`config.mk`:
```
export PLATFORM = sky130hd
export DESIGN_NAME = uart_tx_framer
export DESIGN_NICKNAME = d
export VERILOG_FILES = /design/src/rtl/uart_tx_framer.sv
export SDC_FILE = /design/constraint.sdc
export NUM_CORES = 1
export LEC_CHECK = 0
export ABC_AREA = 1
export CORE_ASPECT_RATIO = 2
export CORE_MARGIN = 3
export CORE_UTILIZATION = 45
export DETAILED_ROUTE_END_ITERATION = 10
export PLACE_DENSITY = 0.68
export SYNTH_ARGS = -nofsm -noshare
export SYNTH_HDL_FRONTEND = slang
export SYNTH_SLANG_ARGS = --single-unit
```
`constraint.sdc`:
```
create_clock -name clk -period 2.1 [get_ports clk]
set_clock_uncertainty 0.1 [all_clocks]
set_input_delay 0.21 -clock clk [delete_from_list [all_inputs] [get_ports clk]]
set_output_delay 0.21 -clock clk [all_outputs]
set_load 0.05 [all_outputs]
```
`src/rtl/uart_tx_framer.sv`:
```
// -----------------------------------------------------------------------------
// uart_tx_framer
//   Serialises one parallel word per frame onto a UART line:
//   start bit (0), DATA_WIDTH data bits LSB first, optional parity bit,
//   then one or two stop bits (1). All bit boundaries are paced by `tick`.
//   A new word offered during the final stop bit's tick is chained directly
//   into the next start bit, with no idle bit between the frames.
//
// Parameters
//   DATA_WIDTH  data bits per frame, 5..9
//
// Ports
//   clk         rising-edge clock
//   rstn        synchronous active-low reset
//   p_data      word to transmit (latched on acceptance)
//   data_valid  transmit request
//   data_ready  a word is accepted on this cycle's edge if data_valid is high
//   par_en      insert a parity bit (latched on acceptance)
//   par_type    0 = even parity, 1 = odd parity (latched on acceptance)
//   stop2       0 = one stop bit, 1 = two stop bits (latched on acceptance)
//   tick        one-cycle bit-rate strobe
//   tx_out      registered serial line, idles high
//   busy        registered, high whenever the block is not idle
//   frame_done  registered one-cycle pulse as the last stop bit ends
// -----------------------------------------------------------------------------
module uart_tx_framer #(
  parameter int DATA_WIDTH = 8
) (
  input  logic                  clk,
  input  logic                  rstn,
  input  logic [DATA_WIDTH-1:0] p_data,
  input  logic                  data_valid,
  output logic                  data_ready,
  input  logic                  par_en,
  input  logic                  par_type,
  input  logic                  stop2,
  input  logic                  tick,
  output logic                  tx_out,
  output logic                  busy,
  output logic                  frame_done
);

  localparam int               CNT_W    = $clog2(DATA_WIDTH);
  localparam logic [CNT_W-1:0] LAST_BIT = CNT_W'(DATA_WIDTH - 1);

  typedef enum logic [2:0] {
    IDLE,
    PEND,
    START,
    DATA,
    PARITY,
    STOP1,
    STOP2
  } state_t;

  state_t                state_q, state_d;
  logic [CNT_W-1:0]      cnt_q, cnt_d;
  logic [DATA_WIDTH-1:0] data_q, data_d;
  logic                  par_en_q, par_en_d;
  logic                  par_type_q, par_type_d;
  logic                  stop2_q, stop2_d;
  logic                  tx_d, busy_d, done_d;
  logic                  final_stop;
  logic                  accept;
  logic                  parity_bit;
  logic [CNT_W-1:0]      cnt_inc;

  // ---------------------------------------------------------------------------
  // State and output registers
  // ---------------------------------------------------------------------------
  always_ff @(posedge clk) begin
    if (!rstn) begin
      // NOTE: the latched frame settings are datapath registers, but they are
      // cleared here too so a reset leaves no trace of an aborted frame.
      state_q    <= IDLE;
      cnt_q      <= '0;
      data_q     <= '0;
      par_en_q   <= 1'b0;
      par_type_q <= 1'b0;
      stop2_q    <= 1'b0;
      tx_out     <= 1'b1;
      busy       <= 1'b0;
      frame_done <= 1'b0;
    end else begin
      // NOTE: non-blocking assignments so every register samples the values
      // computed from the previous state, independent of statement order.
      state_q    <= state_d;
      cnt_q      <= cnt_d;
      data_q     <= data_d;
      par_en_q   <= par_en_d;
      par_type_q <= par_type_d;
      stop2_q    <= stop2_d;
      tx_out     <= tx_d;
      busy       <= busy_d;
      frame_done <= done_d;
    end
  end

  // ---------------------------------------------------------------------------
  // Next-state, next-output and handshake logic
  // ---------------------------------------------------------------------------
  always_comb begin
    // The last stop bit is STOP2 when two stop bits were requested.
    final_stop = (state_q == STOP2) || ((state_q == STOP1) && !stop2_q);
    data_ready = (state_q == IDLE) || (final_stop && tick);
    accept     = data_valid && data_ready;
    parity_bit = (^data_q) ^ par_type_q;
    cnt_inc    = cnt_q + CNT_W'(1);

    // NOTE: every variable gets a default before the case so no path leaves
    // one unassigned, which would otherwise infer a latch.
    state_d    = state_q;
    cnt_d      = cnt_q;
    data_d     = data_q;
    par_en_d   = par_en_q;
    par_type_d = par_type_q;
    stop2_d    = stop2_q;
    tx_d       = tx_out;
    done_d     = 1'b0;

    if (accept) begin
      data_d     = p_data;
      par_en_d   = par_en;
      par_type_d = par_type;
      stop2_d    = stop2;
    end

    case (state_q)
      IDLE: begin
        if (accept) state_d = PEND;
      end
      PEND: begin
        // Wait for a bit boundary so the start bit is a full tick period.
        if (tick) begin
          state_d = START;
          tx_d    = 1'b0;
        end
      end
      START: begin
        if (tick) begin
          state_d = DATA;
          cnt_d   = '0;
          tx_d    = data_q[0];
        end
      end
      DATA: begin
        if (tick) begin
          if (cnt_q == LAST_BIT) begin
            if (par_en_q) begin
              state_d = PARITY;
              tx_d    = parity_bit;
            end else begin
              state_d = STOP1;
              tx_d    = 1'b1;
            end
          end else begin
            cnt_d = cnt_inc;
            tx_d  = data_q[cnt_inc];
          end
        end
      end
      PARITY: begin
        if (tick) begin
          state_d = STOP1;
          tx_d    = 1'b1;
        end
      end
      STOP1, STOP2: begin
        if (tick) begin
          if ((state_q == STOP1) && stop2_q) begin
            state_d = STOP2;
            tx_d    = 1'b1;
          end else begin
            done_d = 1'b1;
            // A word accepted here starts immediately: back-to-back frames.
            if (accept) begin
              state_d = START;
              tx_d    = 1'b0;
            end else begin
              state_d = IDLE;
              tx_d    = 1'b1;
            end
          end
        end
      end
      default: begin
        state_d = IDLE;
        tx_d    = 1'b1;
      end
    endcase

    busy_d = (state_d != IDLE);
  end

endmodule

```
Word-level counts from Yosys, hierarchy flattened

Index checks and enable logic that the tools add are counted.

Flip-flop bits (word level): 20
Bits of input ports: 15
Output and inout bits: 4
Word-level logic and storage cells: 69

Add/subtract/negate cells: 1
Order comparisons: 1
Equal/unequal tests: 13
Muxes and demuxes: 28
Bitwise logic cells: 2
Reduce and logical (&&, ||, !) cells: 15

Operator list:

| kind                | count |
|---|---|
| $mux 3              | 11 |
| $pmux 3 s6          | 1 |
| $eq 3x3->1 const B  | 4 |
| $mux 1              | 12 |
| $ne 2x2->1 const B  | 6 |
| $reduce_xor 8->1    | 1 |
| $eq 3x2->1 const B  | 2 |
| $pmux 1 s6          | 1 |
| $pmux 3 s2          | 1 |
| $reduce_and 6->1    | 1 |
| $logic_and 1x1->1   | 4 |
| $lt 3x4->1 const B  | 1 |
| $reduce_and 4->1    | 1 |
| $add 3x1->3 const B | 1 |
| $bmux 1 s3          | 1 |
| $eq 3x1->1 const B  | 1 |
| $logic_not 3->1     | 1 |
| $reduce_and 3->1    | 1 |
| $reduce_bool 3->1   | 1 |
| $logic_or 1x1->1    | 2 |
| $mux 2              | 1 |
| $reduce_bool 2->1   | 1 |
| $reduce_or 2->1     | 1 |
| $logic_not 1->1     | 1 |
| other kinds (2)     | 2 |

Longest topological paths before layout

Word-level depth: 11
Depth in mapped cells: 13

Least setup slack after synthesis

Ideal clock, no wire load.

Kind: register to register
Start: register state_q[0]
End: register data_q[3]
Arrival: 1.356 ns
Setup slack: 0.526 ns
Stages on the path, launching flop included: 11
Path buffers: 2
Period minus slack after synthesis: 1.574 ns
Cells stage by stage: dfxtp_1 > buf_6 > inv_2 > nand3_2 > nand2_2 > nand3_2 > nand2_2 > nand2_4 > buf_6 > o21ai_1 > a21oi_1

Word-level cells in the longest chain between the ends: 6
Elaborated cells on any way between the ends: 8
Classes of those cells: 2 x eq/ne; 6 x reduce/logical

Ends and longest elaborated chain:

| what                   | line | RTL |
|---|---|---|
| from (decl)            | 56   | `state_t state_q, state_d;` |
| from (signal assigned) | 87   | `state_q <= state_d;` |
| $eq 3x3->1             | 104  | `final_stop = (state_q == STOP2) \|\| ((state_q == STOP1) && !stop2_q);` |
| $logic_and 1x1->1      | 104  |  |
| $logic_or 1x1->1       | 104  |  |
| $logic_and 1x1->1      | 105  | `data_ready = (state_q == IDLE) \|\| (final_stop && tick);` |
| $logic_or 1x1->1 *     | 105  |  |
| named net data_ready   | 33   | `output logic data_ready,` |
| $logic_and 1x1->1 *    | 106  | `accept = data_valid && data_ready;` |
| to (signal assigned)   | 89   | `data_q <= data_d;` |
| to (decl)              | 58   | `logic [DATA_WIDTH-1:0] data_q, data_d;` |

Mark *: on every way through the listed nets, which the timed path passes. The rest lies on a longest branch.
A chain may end at the register's enable or synchronous reset.

Worst setup path after layout

Start: register state_q[0]
End: register busy

Word-level cells in the longest chain between the ends: 11
Elaborated cells on any way between the ends: 25
Classes of those cells: 6 x eq/ne; 10 x mux; 9 x reduce/logical

Ends and longest elaborated chain:

| what                 | line          | RTL |
|---|---|---|
| $eq 3x3->1           | 104, 128, 170 |  |
| $logic_and 1x1->1    | 104           |  |
| $logic_or 1x1->1     | 104           |  |
| $logic_and 1x1->1    | 105           |  |
| $logic_or 1x1->1     | 105           |  |
| $logic_and 1x1->1    | 106           |  |
| $mux 2               | 176           | `if (accept) begin` |
| $mux 3               | 170           | `if ((state_q == STOP1) && stop2_q) begin` |
| $mux 3               | 169           | `if (tick) begin` |
| $pmux 3 s6 *         | 128           | `case (state_q)` |
| $reduce_bool 3->1 *  | 192           | `busy_d = (state_d != IDLE);` |
| to (signal assigned) | 94            | `busy <= busy_d;` |
| to (decl)            | 39            | `output logic busy,` |

Every way passes the cells marked *; elsewhere a longest branch is shown, timed or not.

==> out/metrics.csv <==
stage;metric;value;unit
power;Leak;0.707;nW
power;Net Sw Frac;34.9;%
drt;drt drc;0;
worst_setup_path;CP Capture Type;flop;
timing;setup TNS;0;ps
worst_setup_path;Setup crit start kind;flop;
clocking;CTS tree;built;
synth;post-synthesis net count;212;
clocking;worst skew pair latency;260;ps
clocking;clock root buffer;clkbuf_8;
worst_setup_path;Critical Path RT;2160;ps
synth;Seq/Total Area, Yosys;31.4;%
synth;library cells used by synthesis;27;
synth;top cell type's share of synthesized area;31.4;%
synth;synth top area cells;dfxtp_1 31%, nand2_1 16%, a21oi_1 8.6%, inv_1 7.6%, o21ai_1 3.9%;
power;clock power share;26.2;%
synth;flops & latches, synth;20;
final_layout;fin nets;229;
floorplanning;die width;43.7;um
timing;relative slew slack;66.2;%
floorplanning;I/O pin count;19;
drt;DRT iter0 DRCs;26;
worst_hold_path;worst hold path type;reg -> reg;
clocking;Post-CTS Setup Bufs;0;
synth;Mapped Area;1280;um^2
timing;Pins Over Slew Limit;0;
drt;post-route antenna net violation count;0;
clocking;# hold bufs at CTS;0;
floorplanning;CORE AREA;2640;um^2
timing;Hold Vio Cnt, Final;0;
power;sequential share of power;41.5;%
worst_setup_path;slowest cell on the critical path;dfxtp_1;
job;Max Cap Violations;0;
worst_setup_path;CP peak stage delay;520;ps
final_layout;antenna diode count;0;
floorplanning;die area;3550;um^2
worst_setup_path;WS Path Type;reg -> reg;
placement;post-DP HPWL;2430;um
timing;Final Cycle Share;84.0;%
final_layout;most frequent cells in the layout;54 x nand2_1, 26 x inv_1, 22 x a21oi_1;
drt;vias per cell;5.25;
final_layout;FILL cells;271;
power;Switching Power;0.000393;W
synth;Avg Cell Area, Syn;6.54;um^2
final_layout;area delta synth->final;17.8;%
drt;wire per inst;12.3;um
global_routing;Overflow after GRT;0;
timing;post-layout minimum cycle time;1760;ps
timing;Worst Max-Slew Pin Slew;506;ps
timing;RSZ-0062 raised after global routing;false;
final_layout;Final Cell Area;1500;um^2
drt;WL final;2930;um
synth;cell taking the most area after synthesis;dfxtp_1;
power;Logic pwr share;32.4;%
clocking;post-cts gate resize count;0;
worst_setup_path;worst-path fanout max;23;
drt;via count;1254;
global_routing;vias in the first global route;1288;
power;worst vdd ir;439;uV
drt;Initial DRT Pass Iterations;4;
global_routing;largest net degree at the start of global routing;24;
final_layout;Layout Utilization;57.1;%
worst_setup_path;critical path arrival;1820;ps
placement;Placed Area;1450;um^2
worst_setup_path;Most common cell on crit path;nand2_1;
synth;Mapped Cells;195;
clocking;total clock sinks;20;
global_routing;first-pass GRT wire length;5120;um
clocking;Clock Tree Buf Depth;2;
placement;routability congestion estimate;0.859;
worst_setup_path;critical-path cell list;inv_2, nand3_2, nand2_1, nand3_2, nand2_2, nand2_4, nand4_1, nand2_1, nand2_1, nand2_1, nand2_1;
placement;PortBufs;18;
run_status;status;finished clean;
power;Internal Pwr Total;0.000733;W
power;Power per Cell Area;749;nW/um^2
clocking;H-tree depth;1;
global_routing;GR Util All Layers;18.6;%
clocking;TritonCTS buffer count;3;
timing;final setup violation count;0;
synth;YS warnings;0;
final_layout;share of cells above drive strength 1;9.00;%
floorplanning;chip height;81.3;um
global_routing;initial antenna violation count;0;
clocking;CTS clk-pin slew, worst paths;70;ps
final_layout;commonest non-fill, non-tap cell in the layout;nand2_1;
floorplanning;num rows;26;
timing;FMAX;567;MHz
floorplanning;Initial Util;48.4;%
-- power groups by stage --
stage	Combinational, W	Sequential (W)	Clock (W)
3_3_place_gp	0.000355	0.000473	0
2_1_floorplan	0.000265	0.000478	0
6_report	0.000365	0.000467	0.000295
5_1_grt	0.000412	0.000474	0.000315
4_1_cts	0.000369	0.000467	0.000302
3_5_place_dp	0.000368	0.000476	0
-- synth_stat cells (all sizes together) --
library cell,number
nand2,57
inv,29
a21oi,22
dfxtp,20
o21ai,20
nor2,12
nand3,11
buf,5
xnor2,3
clkbuf,2
ha,2
nand3b,2
nand4,2
nor3,2
o31ai,2
xor2,2
a211oi,1
a32oi,1
-- registers in the layout, summed over array words and instances, names as in the netlist --
name and cells:
data_q 8, cnt_q 3, state_q 3, busy 1
frame_done 1, par_en_q 1, par_type_q 1, stop2_q 1
tx_out 1
-- cells by family after synthesis --
group                      after synthesis  synth area share [%]
AOI/OAI and AO/OA                       46                  19.9
buffers and inverters                   36                  13.2
xor gates and xnor gates                 5                  3.43
and+or+nand+nor                         86                  30.1
DFF                                     20                  31.4
adders and majority gates                2                  1.96
-- layout make-up --
class | count | area (um^2) | share of cell area (%)
multi-input combinational | 139 | 707 | 47.0
tap | 28 | 35.0 | 2.33
inverter | 29 | 109 | 7.24
clock buffer | 4 | 55.1 | 3.66
sequential | 20 | 400 | 26.6
timing repair buffer | 19 | 198 | 13.1
-- metrics by stage --
step | hold WS, ps | setup slack, ps | total power [W] | std cells
after floorplan | 221 | 526 | 0.000743 | 195
final | 376 | 337 | 0.00113 | 239
after detailed placement | 364 | 275 | 0.000844 | 235
after global routing | 413 | 153 | 0.00120 | 239
after global placement | 353 | 314 | 0.000828 | 235
after CTS | 375 | 336 | 0.00114 | 239
-- critical path, delay by kind of cell (launching register included) --
| kind | cells | cell delay (ps) |
|---|---|---|
| simple gates | 10 | 940 |
| flops | 1 | 520 |
| buf+inv | 1 | 90 |
-- metal layers --
layer / global-route usage, % / share of wire, % / wire length, um / vias to the layer above
met4: 9.97 / 3.6 / 107 / 0
met3: 2.44 / 3.2 / 93 / 13
met2: 36.7 / 57 / 1680 / 25
met5: 0 / 0 / 0 / -
li1: - / - / - / 664
met1: 17.2 / 36 / 1050 / 552
-- worst paths after layout --
path,start,to,slack [ps],cells after the start
hold / removal,par_type_q,par_type_q,380,2
setup reg to reg,state_q[0],busy,340,11
setup / recovery,state_q[0],busy,340,11
hold reg to reg,par_type_q,par_type_q,380,2
Note: power is estimated with default switching activity, not from simulation.
